### src/rtl/frame_source.sv
// AXI4-Stream test-pattern frame transmitter: one FRAME_WIDTH x FRAME_HEIGHT frame
// per rising fsync edge, with tuser on the first beat and tlast on each line end.
module frame_source #(
  parameter int TDATA_WIDTH  = 32,
  parameter int FRAME_WIDTH  = 640,
  parameter int FRAME_HEIGHT = 480
) (
  input  logic                   aclk,
  input  logic                   areset,
  input  logic                   fsync,
  input  logic                   enable,
  input  logic [1:0]             pattern_sel,
  output logic                   output_frame_tvalid,
  output logic [TDATA_WIDTH-1:0] output_frame_tdata,
  output logic                   output_frame_tuser,
  output logic                   output_frame_tlast,
  input  logic                   output_frame_tready,
  output logic                   busy,
  output logic                   frame_dropped,
  output logic [15:0]            frame_count
);

  typedef enum logic [0:0] {IDLE = 1'b0, ACTIVE = 1'b1} state_t;

  localparam logic [15:0] X_LAST = 16'(FRAME_WIDTH - 1);
  localparam logic [15:0] Y_LAST = 16'(FRAME_HEIGHT - 1);

  state_t                 state_q, state_d;
  logic [15:0]            x_q, x_d, y_q, y_d;
  logic [TDATA_WIDTH-1:0] ramp_q, ramp_d;
  logic [1:0]             pattern_q, pattern_d;
  logic [15:0]            frame_id_q, frame_id_d;
  logic                   fsync_prev_q;
  logic                   tvalid_q, tvalid_d, tuser_q, tuser_d, tlast_q, tlast_d;
  logic [TDATA_WIDTH-1:0] tdata_q, tdata_d;
  logic                   frame_dropped_q, frame_dropped_d;
  logic [15:0]            frame_count_q, frame_count_d;
  logic                   rise_s, xfer_s, last_s, start_s;
  logic [15:0]            nx_s, ny_s;

  function automatic logic [TDATA_WIDTH-1:0] pixel(
    input logic [1:0]             pat,
    input logic [15:0]            x,
    input logic [15:0]            y,
    input logic [TDATA_WIDTH-1:0] ramp,
    input logic [15:0]            fid
  );
    logic [TDATA_WIDTH-1:0] v;
    v = {TDATA_WIDTH{1'b0}};
    case (pat)
      2'd0:    v = ramp;
      2'd1:    v[31:0] = {y, x};
      2'd2:    v = (x[3] ^ y[3]) ? {TDATA_WIDTH{1'b1}} : {TDATA_WIDTH{1'b0}};
      2'd3:    v[15:0] = fid;
      default: v = {TDATA_WIDTH{1'b0}};
    endcase
    return v;
  endfunction

  // A restart on the last beat wins over returning to IDLE, giving gapless frames.
  always_comb begin
    rise_s  = fsync & ~fsync_prev_q;
    xfer_s  = tvalid_q & output_frame_tready;
    last_s  = xfer_s && (x_q == X_LAST) && (y_q == Y_LAST);
    start_s = rise_s && enable && ((state_q == IDLE) || last_s);
    if (x_q == X_LAST) begin
      nx_s = 16'd0;
      ny_s = y_q + 16'd1;
    end else begin
      nx_s = x_q + 16'd1;
      ny_s = y_q;
    end

    state_d         = state_q;
    x_d             = x_q;
    y_d             = y_q;
    ramp_d          = ramp_q;
    pattern_d       = pattern_q;
    frame_id_d      = frame_id_q;
    tvalid_d        = tvalid_q;
    tuser_d         = tuser_q;
    tlast_d         = tlast_q;
    tdata_d         = tdata_q;
    frame_count_d   = last_s ? frame_count_q + 16'd1 : frame_count_q;
    frame_dropped_d = (state_q == ACTIVE) && rise_s && !last_s;

    if (start_s) begin
      state_d    = ACTIVE;
      pattern_d  = pattern_sel;
      frame_id_d = frame_count_d;
      x_d        = 16'd0;
      y_d        = 16'd0;
      ramp_d     = {TDATA_WIDTH{1'b0}};
      tvalid_d   = 1'b1;
      tuser_d    = 1'b1;
      tlast_d    = 1'b0;
      tdata_d    = pixel(pattern_sel, 16'd0, 16'd0, {TDATA_WIDTH{1'b0}}, frame_count_d);
    end else if (last_s) begin
      state_d  = IDLE;
      tvalid_d = 1'b0;
      tuser_d  = 1'b0;
      tlast_d  = 1'b0;
    end else if (xfer_s) begin
      x_d     = nx_s;
      y_d     = ny_s;
      ramp_d  = ramp_q + TDATA_WIDTH'(1);
      tuser_d = 1'b0;
      tlast_d = (nx_s == X_LAST);
      tdata_d = pixel(pattern_q, nx_s, ny_s, ramp_q + TDATA_WIDTH'(1), frame_id_q);
    end else begin
      state_d = state_q;
    end
  end

  // fsync history resets high so a level already high at reset release is not an edge.
  always_ff @(posedge aclk or posedge areset) begin
    if (areset) begin
      state_q         <= IDLE;
      x_q             <= 16'd0;
      y_q             <= 16'd0;
      ramp_q          <= {TDATA_WIDTH{1'b0}};
      pattern_q       <= 2'd0;
      frame_id_q      <= 16'd0;
      fsync_prev_q    <= 1'b1;
      tvalid_q        <= 1'b0;
      tuser_q         <= 1'b0;
      tlast_q         <= 1'b0;
      tdata_q         <= {TDATA_WIDTH{1'b0}};
      frame_dropped_q <= 1'b0;
      frame_count_q   <= 16'd0;
    end else begin
      state_q         <= state_d;
      x_q             <= x_d;
      y_q             <= y_d;
      ramp_q          <= ramp_d;
      pattern_q       <= pattern_d;
      frame_id_q      <= frame_id_d;
      fsync_prev_q    <= fsync;
      tvalid_q        <= tvalid_d;
      tuser_q         <= tuser_d;
      tlast_q         <= tlast_d;
      tdata_q         <= tdata_d;
      frame_dropped_q <= frame_dropped_d;
      frame_count_q   <= frame_count_d;
    end
  end

  assign output_frame_tvalid = tvalid_q;
  assign output_frame_tdata  = tdata_q;
  assign output_frame_tuser  = tuser_q;
  assign output_frame_tlast  = tlast_q;
  assign busy                = (state_q == ACTIVE);
  assign frame_dropped       = frame_dropped_q;
  assign frame_count         = frame_count_q;

endmodule
### config.mk
export PLATFORM = sky130hd
export DESIGN_NAME = frame_source
export DESIGN_NICKNAME = d
export VERILOG_FILES = /design/src/rtl/frame_source.sv
export SDC_FILE = /design/constraint.sdc
export NUM_CORES = 1
export LEC_CHECK = 0
export BUFFER_PORTS_ARGS = -buffer_cell sky130_fd_sc_hd__buf_2
export CAP_MARGIN = 0
export CELL_PAD_IN_SITES_DETAIL_PLACEMENT = 2
export CELL_PAD_IN_SITES_GLOBAL_PLACEMENT = 2
export CORE_UTILIZATION = 42
export CTS_BUF_LIST = sky130_fd_sc_hd__clkbuf_2 sky130_fd_sc_hd__clkbuf_4 sky130_fd_sc_hd__clkbuf_8
export DETAILED_ROUTE_END_ITERATION = 10
export PLACE_DENSITY_LB_ADDON = 0.1
export SLEW_MARGIN = 20
export SYNTH_ARGS = -nofsm -noshare
export SYNTH_HDL_FRONTEND = slang
export SYNTH_SLANG_ARGS = --single-unit
export TNS_END_PERCENT = 20
### constraint.sdc
create_clock -name aclk -period 10.29 [get_ports aclk]
set_input_delay 0 -clock aclk [delete_from_list [all_inputs] [get_ports aclk]]
set_output_delay 0 -clock aclk [all_outputs]
set_load 0.01 [all_outputs]
Word-level counts from Yosys, hierarchy flattened --
Cells that the tools add are included.
Word-level totals: register bits 135, bits of input ports 7, ROM bits 0, memories 0, RAM bits 0, bits in latches 0
Operators by class: add/subtract/negate cells 4, divide/modulo/power cells 0, bitwise operators 5, reduce and logical (&&, ||, !) cells 15, shift-type cells 0, order comparisons 0, muxes and demuxes 27, multiply operators 0, eq/ne operators 10
Operators by type and width (count):
- 32-bit two-way mux | 7
- 16-bit two-way mux | 9
- 16-bit one-hot mux with 4 select lines | 1
- 16-bit by 1-bit adder with 16-bit output, second input constant | 3
- 16-bit one-hot mux with 3 select lines | 1
- 32-bit by 1-bit adder with 32-bit output, second input constant | 1
- 16-bit by 10-bit == test with 1-bit output, second input constant | 2
- 16-bit one-hot mux with 2 select lines | 1
- 16-bit by 9-bit == test with 1-bit output, second input constant | 1
- 2-bit == test, second input constant | 4
- 1-bit two-way mux | 8
- 1-bit logical AND | 6
- 2-bit by 1-bit == test with 1-bit output, second input constant | 2
- 2-bit logical NOT | 2
- 2-bit nonzero test | 2
- 3-bit nonzero test | 1
- 3-bit OR reduction | 1
- 1-bit AND | 2
- 2-bit by 1-bit inequality test with 1-bit output, second input constant | 1
- 1-bit inverter | 2
- 2-bit AND reduction | 1
- 1-bit logical NOT | 1
- 1-bit logical OR | 1
- 1-bit XOR | 1

Depth between registers and ports, before layout --
Gate-level depths: netlist of run 1.
depth after elaboration 8, gate-level depth with buffers 12, mapped depth without buffers 7

Worst setup path before layout of run 1 --
No wires, ideal clock.
path type reg2reg, from register x_q[8], to register tdata_q[10], in the netlist output_frame_tdata[10], stages on the path, launching flop included 11, path slack 7479 ps, data required time 10164 ps, arrival time 2685 ps, cells stage by stage dfrtp_1 buf_2 or3b_1 buf_2 or3_1 buf_2 o41ai_4 a21oi_2 buf_6 buf_6 a221o_1
Between the ends: word-level cells in the longest chain between the ends 8, elaborated cells on any way between the ends 19
RTL lines:
- start: declaration | RTL line 29 | logic [15:0] x_q, x_d, y_q, y_d;
- start signal: assignment | RTL line 119 | x_q <= 16'd0;
- start signal: assignment | RTL line 133 | x_q <= x_d;
- branches (longest 8 deep; another with 16-bit by 1-bit adder with 16-bit output)
- end signal: assignment | RTL line 128 | tdata_q <= {TDATA_WIDTH{1'b0}};
- end signal: assignment | RTL line 142 | tdata_q <= tdata_d;
- end: declaration | RTL line 35 | logic [TDATA_WIDTH-1:0] tdata_q, tdata_d;
Parallel ways; which one is timed is not known. The select of a mux whose other input is x is not followed. A chain may end at the register's enable or synchronous reset.

Worst setup path in the final report of run 1 --
from register x_q[7], to register y_q[5]
Between the ends: word-level cells in the longest chain between the ends 7, elaborated cells on any way between the ends 12
RTL lines:
- 16-bit by 10-bit == test with 1-bit output * | RTL line 64, 66
- 1-bit logical AND (2 in series) | RTL line 64 | last_s = xfer_s && (x_q == X_LAST) && (y_q == Y_LAST);
- 1-bit logical OR | RTL line 65 | start_s = rise_s && enable && ((state_q == IDLE) || last_s);
- 1-bit logical AND | RTL line 65
- 2-bit by 1-bit inequality test with 1-bit output (no source line) or 2-bit nonzero test (tied branches)
- 2-bit AND reduction (no source line)
- end signal: assignment | RTL line 134 | y_q <= y_d;
- end: declaration | RTL line 29
Every way passes the cells marked *; elsewhere a longest branch is shown, timed or not. The select of a mux whose other input is x is not followed.

==> results of run 1 <==
metrics by stage:
step	instances	hold slack (ps)	instance area [um^2]	power, uW
6_report	1195	72.3	8890	1480
5_1_grt	1195	70.9	8890	1530
4_1_cts	1193	45.5	8840	1480
3_5_place_dp	1156	128	8370	980
3_3_place_gp	1156	122	8370	960
2_1_floorplan	918	4.48	7970	834
critical path: stages (launching register included):
cell	delay, ps
dfrtp_1	530
nor4_2	720
nand3_1	590
o31a_2	520
a21oi_4	500
buf_16	240
buf_4	490
o21ai_0	230
o21ai_0	130
worst max path at each step:
stage	startpoint	slack [ps]	to
after floorplan	areset	6680	frame_count[0]
after global placement	x_q[7]	6190	output_frame_tdata[8]
after detailed placement	x_q[7]	5910	output_frame_tdata[8]
after CTS	x_q[7]	5910	output_frame_tdata[8]
after global routing	x_q[7]	5920	y_q[4]
final	x_q[7]	6210	y_q[5]
metal layers:
metal	vias to the layer above	GRT usage [%]	part of all wire [%]
li1	3423	-	-
met1	4054	41.5	43
met2	195	55.3	50
met3	61	3.61	2.9
met4	0	14.1	3.6
met5	-	0	0
sequential cells by signal (all words and copies together) (netlist names):
| name | cells |
|---|---|
| fsync_prev_q | 1 |
| output_frame_tlast | 1 |
| frame_count | 16 |
| output_frame_tvalid | 1 |
| y_q | 16 |
| output_frame_tdata | 32 |
| frame_dropped | 1 |
| ramp_q | 32 |
| pattern_q | 2 |
| x_q | 16 |
| frame_id_q | 16 |
| output_frame_tuser | 1 |
area by class of cell:
type                       count  area (um^2)
timing repair buffer          77          470
sequential                   135         3380
multi-input combinational    695         4230
tap                          234          293
inverter                      22         87.6
clock inverter                14          186
clock buffer                  18          241
fill                        2073         9750
cells by family after synthesis:
group,synth area share [%]
AOI/OAI and AO/OA,19.8
and+or+nand+nor,23.5
adders and majority gates,0.785
buffers and inverters,4.71
DFF,42.4
xor gates and xnor gates,6.59
muxes,2.28
synth_stat cells, types with 5 or more instances:
cell | number | area share (%)
dfrtp_1 | 134 | 42
nand2_1 | 115 | 5.4
o21ai_0 | 108 | 6.8
nor2_1 | 52 | 2.4
nand3_1 | 51 | 3.2
clkbuf_1 | 45 | 2.1
xnor2_1 | 41 | 4.5
nand4_1 | 28 | 2.2
a21oi_1 | 24 | 1.5
nor4_1 | 24 | 1.9
nor3_1 | 22 | 1.4
inv_1 | 21 | 0.99
o31ai_1 | 19 | 1.8
xor2_1 | 19 | 2.1
and2_1 | 16 | 1.3
buf_2 | 15 | 0.94
or3_1 | 13 | 1.0
and3_1 | 12 | 0.94
o211ai_1 | 12 | 1.1
or4_1 | 11 | 1.0
a31oi_1 | 10 | 0.78
a221o_1 | 9 | 1.1
mux2_2 | 9 | 1.3
and4_1 | 8 | 0.88
mux2i_1 | 8 | 1.0
a211o_1 | 7 | 0.77
a22oi_1 | 7 | 0.66
o31a_1 | 6 | 0.66
a211oi_1 | 5 | 0.47
a22o_1 | 5 | 0.55
ha_1 | 5 | 0.78
power breakdown:
part / leakage [uW] / switching [uW] / internal (uW)
combinational: 0.00179 / 217 / 116
clock: 0.000211 / 249 / 249
sequential: 0.00184 / 62.4 / 586
==> metrics, run 1 <==
worst-skew pair later-pin latency 470 ps; Inserted Clock Buffers 17; vias per inst 6.47; clock buffer depth 2; die width 140 um; post-synthesis sequential area ratio 42.4%; minimum clock period 4080 ps; Pwr Density 166 nW/um^2; Max Slew Vio Count 0; Worst Tran Pin Value 951 ps; pin count of the biggest net entering global routing 72; Post-Syn Instances 918; hold path cells 3; CP Capture Type flop; RD Place Congestion 0.862; flops & latches, synth 135; Slew HR 36.3%; setup ws final 6210 ps; via count 7733; Primary FF master, synth dfrtp_1; ANT nets after route 0; maximum vdd ir drop 0.0808 mV; Initial Util 42.8%; Worst-path clk slew 90 ps; layout cell share with drive strength beyond 1 13.3%; final worst path period share 39.7%; worst path required time 10660 ps; clk sinks 135; critical path type reg -> reg; most common cell after layout, fill and taps aside dfrtp_1; reg2reg end y_q[5]; number of antenna violations at the first check in global routing 0; min-delay src enable; Yosys Warn Count 0; Worst Reg-to-Reg Cells 8; setup_tns 0 ps; Setup Skew 18.5 ps; CP arrival 4460 ps; Reg2Reg Setup Slack 6210 ps; Distinct cells, synth 65; vias in the first global route 8383; Post-synth EDFFs 0; mapped cell area 7970 um^2; area added between synthesis and finish 11.5%; TritonRoute pass-1 iters 5; Finished Core Util 47.7%; first-pass GRT wire length 48700 um; status complete, no violations; # rows 50; # diodes 0; grt ovf 0; core footprint 18600 um^2; worst-path fanout max 51; Total Nets Final 960; hpwl dp 20900 um; commonest cells after routing, fill and taps aside dfrtp_1, nand2_1, o21ai_0, buf_2, nor2_1; H-tree levels 4; CTS root buf clkbuf_8; CTS tree yes; Final Hold Violating Endpoints 0; DIE AREA 19500 um^2; WL/cell 25.3 um; Fmax achieved 0.245 GHz; die height 140 um; postcts setup bufs 0; pre-CTS WS 5910 ps; hold buffer count at cts 5; R2R Path Start x_q[7]; RSZ-0062 raised after global routing no; Tot GR Track Use 32.4%; Starting DRT DRC Count 474; DRC violations left 0; Static Leakage 0.00384 uW; Synth Area per Inst 8.69 um^2; post_cts resized 0; ys async rst share 100%; # port buffers 59; Worst Hold End output_frame_tvalid; IO Pins 60; Worst Hold Class in -> reg; Post-Syn Nets 930; critical path launch point type flop; Max Cap Viol 0; WL final 30200 um; Final setup viols 0
Power figures use the tool's default switching activity.
==> inputs of run 2 (changes only) <==
CORE_UTILIZATION = 39   (was 42)
clock period = 3.9 ns   (was 10.29 ns; I/O delays follow)
==> metrics, run 2 (synthesized netlist as in run 1, its figures left out) <==
status complete, no violations (unchanged); Worst-path clk slew 100 ps (was 90 ps); placed inst area 8500 um^2 (was 8370 um^2); core footprint 19800 um^2 (was 18600 um^2); area added between synthesis and finish 12.5% (was 11.5%); pin count of the biggest net entering global routing 109 (was 72); critical path cell sequence or3b_1 > or3_1 > o41ai_4 > nand2_1 > buf_4 > o21ai_0 (was nor4_2 > nand3_1 > o31a_2 > a21oi_4 > buf_16 > buf_4 > o21ai_0 > o21ai_0); worst path required time 4240 ps (was 10660 ps); reg2reg end frame_id_q[10] (was y_q[5]); CTS root buf clkbuf_8 (unchanged); WL/cell 25.1 um (was 25.3 um); vias per inst 6.24 (was 6.47); postcts setup bufs 0 (unchanged); Worst Hold Class in -> async (was in -> reg); Slew HR 37.8% (was 36.3%); pre-CTS WS 492 ps (was 5910 ps); die width 145 um (was 140 um); CP arrival 3990 ps (was 4460 ps); Max Cap Viol 0 (unchanged); CP Capture Type flop (unchanged); Non-Filler Instances 1234 (was 1195); Final setup viols 0 (unchanged); CP max-delay cell or3_1 (was nor4_2); critical path launch point type flop (unchanged); DRC violations left 0 (unchanged); setup_tns 0 ps (unchanged); delay of the slowest critical-path stage 730 ps (was 720 ps); final worst path period share 93.6% (was 39.7%); # rows 51 (was 50); WL final 31000 um (was 30200 um); grt ovf 0 (unchanged); Switching Share 37.0% (was 35.7%); Static Leakage 0.00387 uW (was 0.00384 uW); maximum vdd ir drop 0.249 mV (was 0.0808 mV); Worst Tran Pin Value 926 ps (was 951 ps); CP startpoint x_q[8] (was x_q[7]); number of antenna violations at the first check in global routing 0 (unchanged); Worst Reg-to-Reg Cells 6 (was 8); RD Place Congestion 0.860 (was 0.862); Setup Skew 16.9 ps (was 18.5 ps); RSZ-0062 raised after global routing no (unchanged); Reg2Reg Setup Slack 250 ps (was 6210 ps); worst-path fanout max 24 (was 51); Tot GR Track Use 30.1% (was 32.4%); layout cell share with drive strength beyond 1 13.9% (was 13.3%); via count 7703 (was 7733); TritonRoute pass-1 iters 5 (unchanged); ANT nets after route 0 (unchanged); H-tree levels 4 (unchanged); first-pass GRT wire length 49100 um (was 48700 um); Starting DRT DRC Count 530 (was 474); critical path type reg -> reg (unchanged); Total Nets Final 968 (was 960); minimum clock period 3650 ps (was 4080 ps); Seq pwr share 45.0% (was 43.8%); Fmax achieved 0.274 GHz (was 0.245 GHz); setup ws final 248 ps (was 6210 ps); Inserted Clock Buffers 17 (unchanged); commonest cells after routing, fill and taps aside dfrtp_1, nand2_1, o21ai_0, buf_2, nor2_1 (unchanged); post-route cell area 8970 um^2 (was 8890 um^2); Max Slew Vio Count 0 (unchanged); clock network power share 32.5% (was 33.7%); CTS tree yes (unchanged); most common cell after layout, fill and taps aside dfrtp_1 (unchanged); crit path to frame_id_q[10] (was y_q[5]); vias in the first global route 8297 (was 8383); # diodes 0 (unchanged); # port buffers 59 (unchanged); Finished Core Util 45.4% (was 47.7%); clk sinks 135 (unchanged); die height 145 um (was 140 um); Initial Util 40.3% (was 42.8%); DIE AREA 21000 um^2 (was 19500 um^2); P_int 2410 uW (was 951 uW); Pwr Density 426 nW/um^2 (was 166 nW/um^2); IO Pins 60 (unchanged); switching power 1410 uW (was 528 uW); worst-skew pair later-pin latency 480 ps (was 470 ps); clock buffer depth 2 (unchanged); hpwl dp 21300 um (was 20900 um); combinational fraction of design power 22.5% (about the same); placed cell count 1196 (was 1156); Final Hold Violating Endpoints 0 (unchanged); R2R Path Start x_q[8] (was x_q[7])
## run 2: cell types whose count changed in the layout (fill, tap and decap cells not counted), sizes merged
| cell | previous run | this run |
|---|---|---|
| bufinv | 3 | 1 |
| clkinv | 3 | 2 |
| inv | 28 | 32 |
| clkinvlp | 2 | 1 |
| buf | 72 | 80 |
## run 2: stage by stage
step	power [uW]	hold WS, ps
floorplan	2200	4.48
global placement	2540	123
global route	3990	51.0
detailed placement	2580	123
finish	3820	42.3
CTS	3830	87.0
## run 2: critical path: cells and delay by family, from the launching register on
| kind | cells | cell delay (ps) |
|---|---|---|
| simple gates | 3 | 1630 |
| compound gates | 2 | 1060 |
| flops | 1 | 490 |
| buf+inv | 1 | 310 |
## run 2: area by class of cell
cell class | count | area [um^2]
clock buffer | 18 | 248
inverter | 22 | 87.6
timing repair buffer | 85 | 548
multi-input combinational | 695 | 4230
tap | 265 | 332
fill | 2219 | 10800
sequential | 135 | 3380
clock inverter | 14 | 150
## run 2: worst min-delay path by stage
stage / startpoint / endpoint / slack, ps / cells past startpoint
floorplan: fsync / fsync_prev_q / 4 / 0
global placement: fsync / fsync_prev_q / 120 / 1
detailed placement: fsync / fsync_prev_q / 120 / 1
CTS: enable / output_frame_tvalid / 90 / 3
global route: areset / frame_dropped / 50 / 3
finish: areset / frame_count[0] / 40 / 3
## run 2: power groups by stage
stage	logic, uW	clock network [uW]	registers [uW]
2_1_floorplan	497	0	1700
3_3_place_gp	812	0	1730
3_5_place_dp	843	0	1740
4_1_cts	863	1260	1710
5_1_grt	933	1320	1740
6_report	860	1240	1720
## run 2: per-layer routing
layer  vias up  global-route usage [%]  part of all wire (%)
met5         -                       0                     0
met4         0                    13.3                   3.7
met3        66                    3.99                   3.4
met2       205                    50.7                    49
met1      3985                    38.4                    44
li1       3447                       -                     -
## run 2: what timing repair did
item,4_1_cts,5_1_grt
gates resized for setup,0,0
endpoints found under the hold margin,112,0
hold buffers,5,0
